<file path="src/rtl/systolic_feed_ctrl.sv">
// Operand-feed sequencer for an N x M systolic MAC array: evenly spaced load
// beats, diagonal start-enable wavefront build-up, then a max(N,M)-beat drain.
module systolic_feed_ctrl #(
    parameter int N   = 2,
    parameter int M   = 2,
    parameter int K_W = 8,
    parameter int GAP = 1
) (
    input  logic           clk,
    input  logic           rst,
    input  logic           start,
    input  logic [K_W-1:0] k_len,
    input  logic           stall,
    input  logic           abort,
    output logic           load,
    output logic [N-1:0]   A_start_en,
    output logic [M-1:0]   B_start_en,
    output logic [K_W-1:0] beat_idx,
    output logic           drain,
    output logic           busy,
    output logic           done
);

    localparam int D  = (N > M) ? N : M;
    localparam int DW = $clog2(D + 1);
    localparam int GW = $clog2(GAP + 2);

    typedef enum logic [1:0] {
        IDLE  = 2'd0,
        FEED  = 2'd1,
        DRAIN = 2'd2,
        DONE  = 2'd3
    } state_t;

    state_t         state_r, state_s;
    logic [K_W-1:0] beat_cnt_r, beat_cnt_s;
    logic [K_W-1:0] k_len_r, k_len_s;
    logic [DW-1:0]  drain_cnt_r, drain_cnt_s;
    logic [GW-1:0]  gap_cnt_r, gap_cnt_s;
    logic [N-1:0]   a_en_r, a_en_s;
    logic [M-1:0]   b_en_r, b_en_s;
    logic           load_s;
    logic           shift_in_s;

    // Next-state, counter and wavefront computation; abort overrides stall and start.
    always_comb begin
        state_s     = state_r;
        beat_cnt_s  = beat_cnt_r;
        k_len_s     = k_len_r;
        drain_cnt_s = drain_cnt_r;
        gap_cnt_s   = gap_cnt_r;
        a_en_s      = a_en_r;
        b_en_s      = b_en_r;
        load_s      = 1'b0;
        shift_in_s  = (state_r == FEED);
        if (abort) begin
            state_s     = IDLE;
            beat_cnt_s  = {K_W{1'b0}};
            k_len_s     = {K_W{1'b0}};
            drain_cnt_s = {DW{1'b0}};
            gap_cnt_s   = {GW{1'b0}};
            a_en_s      = {N{1'b0}};
            b_en_s      = {M{1'b0}};
        end else begin
            case (state_r)
                IDLE: begin
                    if (start) begin
                        beat_cnt_s  = {K_W{1'b0}};
                        drain_cnt_s = {DW{1'b0}};
                        gap_cnt_s   = {GW{1'b0}};
                        k_len_s     = k_len;
                        state_s     = (k_len != {K_W{1'b0}}) ? FEED : DONE;
                    end else begin
                        state_s = IDLE;
                    end
                end
                FEED, DRAIN: begin
                    if (stall) begin
                        state_s = state_r;
                    end else if (gap_cnt_r != {GW{1'b0}}) begin
                        gap_cnt_s = gap_cnt_r - GW'(1);
                    end else begin
                        // A beat: the wavefront advances one diagonal step.
                        load_s    = 1'b1;
                        gap_cnt_s = GW'(GAP);
                        a_en_s    = (a_en_r << 1) | N'(shift_in_s);
                        b_en_s    = (b_en_r << 1) | M'(shift_in_s);
                        if (state_r == FEED) begin
                            if (beat_cnt_r == k_len_r - K_W'(1)) begin
                                state_s     = DRAIN;
                                beat_cnt_s  = {K_W{1'b0}};
                                drain_cnt_s = {DW{1'b0}};
                            end else begin
                                beat_cnt_s = beat_cnt_r + K_W'(1);
                            end
                        end else begin
                            if (drain_cnt_r == DW'(D - 1)) begin
                                state_s     = DONE;
                                drain_cnt_s = {DW{1'b0}};
                            end else begin
                                drain_cnt_s = drain_cnt_r + DW'(1);
                            end
                        end
                    end
                end
                DONE: begin
                    state_s = IDLE;
                end
                default: begin
                    state_s = IDLE;
                end
            endcase
        end
    end

    // State, counter and enable registers.
    always_ff @(posedge clk or posedge rst) begin
        if (rst) begin
            state_r     <= IDLE;
            beat_cnt_r  <= {K_W{1'b0}};
            k_len_r     <= {K_W{1'b0}};
            drain_cnt_r <= {DW{1'b0}};
            gap_cnt_r   <= {GW{1'b0}};
            a_en_r      <= {N{1'b0}};
            b_en_r      <= {M{1'b0}};
        end else begin
            state_r     <= state_s;
            beat_cnt_r  <= beat_cnt_s;
            k_len_r     <= k_len_s;
            drain_cnt_r <= drain_cnt_s;
            gap_cnt_r   <= gap_cnt_s;
            a_en_r      <= a_en_s;
            b_en_r      <= b_en_s;
        end
    end

    assign load       = load_s;
    assign A_start_en = a_en_r;
    assign B_start_en = b_en_r;
    assign beat_idx   = (state_r == FEED) ? beat_cnt_r : {K_W{1'b0}};
    assign drain      = (state_r == DRAIN);
    assign busy       = (state_r != IDLE);
    assign done       = (state_r == DONE);

endmodule
</file>
<file path="config.mk">
export PLATFORM = sky130hd
export DESIGN_NAME = systolic_feed_ctrl
export DESIGN_NICKNAME = d
export VERILOG_FILES = /design/src/rtl/systolic_feed_ctrl.sv
export SDC_FILE = /design/constraint.sdc
export NUM_CORES = 1
export LEC_CHECK = 0
export BUFFER_PORTS_ARGS = -buffer_cell sky130_fd_sc_hd__buf_2
export CAP_MARGIN = 20
export CORE_MARGIN = 10
export CORE_UTILIZATION = 25
export CTS_CLUSTER_SIZE = 25
export DETAILED_ROUTE_END_ITERATION = 16
export PLACE_DENSITY = 0.44
export SYNTH_ARGS = -nofsm -noshare
export SYNTH_HDL_FRONTEND = slang
export SYNTH_SLANG_ARGS = --single-unit
</file>
<file path="constraint.sdc">
create_clock -name clk -period 2.2 [get_ports clk]
set_input_delay 0.11 -clock clk [delete_from_list [all_inputs] [get_ports clk]]
set_output_delay 0.11 -clock clk [all_outputs]
set_load 0.03 [all_outputs]
</file>
==> flow_summary.ini <==
[timing]
post-route-period-util = 0.984
slew_headroom = 0.732
rsz0062_at_grt = true
holdWs_ns = 0.0839
fmax_mhz = 462
post-route-min-period_ns = 2.16
setup_violations = 0
clock_skew_ns = 0.00396
worstMarginPinSlew_ns = 0.402
finalMaxSlewViolations = 0
hold_viol = 0

[drt]
wl_per_cell_um = 14.1
wl_mm = 4.55
drc = 0
num_vias = 1561
drt_iter0_markers = 145
viasPerCell = 4.85
ant_nets = 0
dr.pass1.iters = 4

[yosys]
synth.largest_area_cell = dfrtp_1
synth-xor-area-share = 0.0362
synth_ff_type = dfrtp_1
syn_nets = 221
async_reset_ff_frac = 1.00
synth_top_area_frac = 0.355
synth_seq_area_share = 0.355
synth-simple-area-share = 0.273
syn_avg_cell_area_um2 = 8.42
synth_compound_area_frac = 0.226
synth_top_family_by_area = simple AND/OR/NAND/NOR gates
synth_cell_types = 47
synth.area.top_cells = dfrtp_1 (36%), nand2_1 (6.9%), ha_1 (5.2%), a21oi_1 (4.7%), and2_1 (3.0%)
yosysWarnings = 0
synth_adder_area_share = 0.0518
synthMuxAreaShare = 0.00592
syn_area_mm2 = 0.00169
postSynthCellCount = 201
synth_edf_count = 0
ys_seq_elements = 24

[floorplanning]
die_y_um = 102
rows = 29
io_pins = 29
dieArea_mm2 = 0.0105
initial_core_util = 0.262
core_area_mm2 = 0.00646
fp.dieW_um = 102

[power_and_ir_drop]
leakagePower_nw = 0.947
fin_total_pwr_mw = 1.26
p_per_area_mw_per_mm2 = 595
irDropWorstVdd_uv = 283

[cts]
cts_tree = yes
htree_levels = 1
max-clock-path-buffers = 2
root_buffer = clkbuf_8
clkTransAtPathRegs_ns = 0.09
clk-insertion-delay-late_ns = 0.27
cts_made_buffers = 3
cts.sinks = 24

[global_routing]
grt_overflow_total = 0
grt_max_degree = 25
grt_pass1_vias = 1524
grt_first_pass_wirelength_mm = 7.58
antenna_found_initial = 0
grt_usage = 0.0886

[critical_path]
cp_max_fo = 6
reg2reg_to = beat_cnt_r[2]$_DFFE_PP0P_
crit_path_end_kind = register
crit_start = k_len_r[3]$_DFFE_PP0P_
r2r_slack_ns = 0.04
worstPathRequired_ns = 2.39
r2r-start = k_len_r[3]$_DFFE_PP0P_
arrival_ns = 2.36
crit_end = beat_cnt_r[2]$_DFFE_PP0P_
reg2regPathDepth = 6
critPathKind = register to register
critPathLaunchType = register

[final_layout]
final_layout_size_suffix_gt1_frac = 0.282
final_area_mm2 = 0.00212
instances_no_fill = 322
nFillCells = 702
nets = 266
n_antenna_cell = 0
synthToLayoutAreaGrowth_pct = 25.6

[place]
io_buffers = 28
dp_hpwl_mm = 3.60
routabilityCongestion = 0.793
dp.cells = 316
place_area_mm2 = 0.00203

[run]
cap_violations = 0

[worst_hold_path]
hold_class = primary input to register

[status]
outcome = finished, final reports clean
==> flip-flops by register name (all words and copies together), names as in the netlist <==
signal and cells:
drain_cnt_r 2, gap_cnt_r 2, A_start_en 2, state_r 2, k_len_r 8, beat_cnt_r 8
==> what timing repair did <==
item | CTS | global route
cloned | 0 | 0
resized for setup | 1 | 5
hold endpoints to repair | 24 | 0
hold buffers | 1 | 0
buffers inserted | 1 | 0
endpoints found under the setup margin | 9 | 12
pin swaps | 0 | 3
==> worst max-delay path: stages, from the launching register on <==
cell and delay (ns):
dfrtp_1 0.40, or4_4 0.56, o221a_4 0.28, a311oi_4 0.28, a211o_4 0.24, nand3_2 0.13
o22ai_1 0.19
==> worst min path at each step <==
stage,startpoint,end,slack (ns),cells after the start
after floorplan,rst,A_start_en[0]$_DFFE_PP0P_,0.12,1
after global placement,rst,gap_cnt_r[1]$_DFFE_PP0P_,0.19,3
after detailed placement,rst,gap_cnt_r[1]$_DFFE_PP0P_,0.19,3
after CTS,k_len[5],k_len_r[5]$_DFFE_PP0P_,0.08,3
after global routing,k_len[5],k_len_r[5]$_DFFE_PP0P_,0.09,3
final,k_len[2],k_len_r[2]$_DFFE_PP0P_,0.08,3
==> synthesized netlist by cell type, drive strengths merged, types with 4 or more instances <==
master / n
a31oi: 6
clkbuf: 6
nor2: 11
dfrtp: 24
ha: 7
nand3: 10
nor4: 4
xor2: 4
inv: 12
nor3: 7
and2: 8
o22ai: 4
o21ai: 8
nand2: 31
a21oi: 17
==> cell type report <==
| cell class | count | area [um^2] | share of cell area |
|---|---|---|---|
| multi-input cells | 156 | 1030 | 0.484 |
| flip-flops and latches | 24 | 601 | 0.283 |
| repair buffers | 49 | 300 | 0.141 |
| well taps | 77 | 96.3 | 0.0453 |
| clock buffers | 4 | 55.1 | 0.0259 |
| inverters | 12 | 45.0 | 0.0212 |
==> routing by layer <==
layer / up-vias / GRT usage / part of all wire
met3: 2 / 0.0135 / 0.034
li1: 803 / - / -
met5: - / 0 / 0
met2: 28 / 0.143 / 0.46
met4: 0 / 0.0195 / 0.0064
met1: 728 / 0.121 / 0.50
==> logic make-up (layout without fill, tap and decap cells) <==
logic type | Yosys count | count (layout)
xor gates and xnor gates | 7 | 7
DFF | 24 | 24
AOI/OAI and AO/OA | 51 | 51
muxes | 1 | 1
buffers and inverters | 21 | 65
and+or+nand+nor | 90 | 90
adders and majority gates | 7 | 7
==> metrics by stage <==
step | worst slack (ns) | utilization | setup TNS (ns)
6_report | 0.0363 | 0.329 | 0
5_1_grt | -0.0616 | 0.329 | -0.163
4_1_cts | 0.0251 | 0.326 | 0
3_5_place_dp | -0.0189 | 0.315 | -0.0721
3_3_place_gp | 0.00982 | 0.315 | 0
2_1_floorplan | 0.0130 | - | 0
==> power by group <==
group,internal [mW],total (mW),leakage [nW],switching (mW)
Combinational,0.193,0.448,0.589,0.254
Sequential,0.468,0.506,0.329,0.0385
Clock,0.160,0.311,0.0288,0.151
==> cell usage in the layout, fill, tap and decap left out, drive strengths merged, types with 6 or more instances in the layout <==
cell / instances
nor2: 11
a21oi: 17
nor3: 7
o21ai: 8
inv: 12
nand2: 31
ha: 7
and2: 8
dfrtp: 24
buf: 48
a31oi: 6
nand3: 10
No activity file was read; power rests on OpenSTA's default activity.
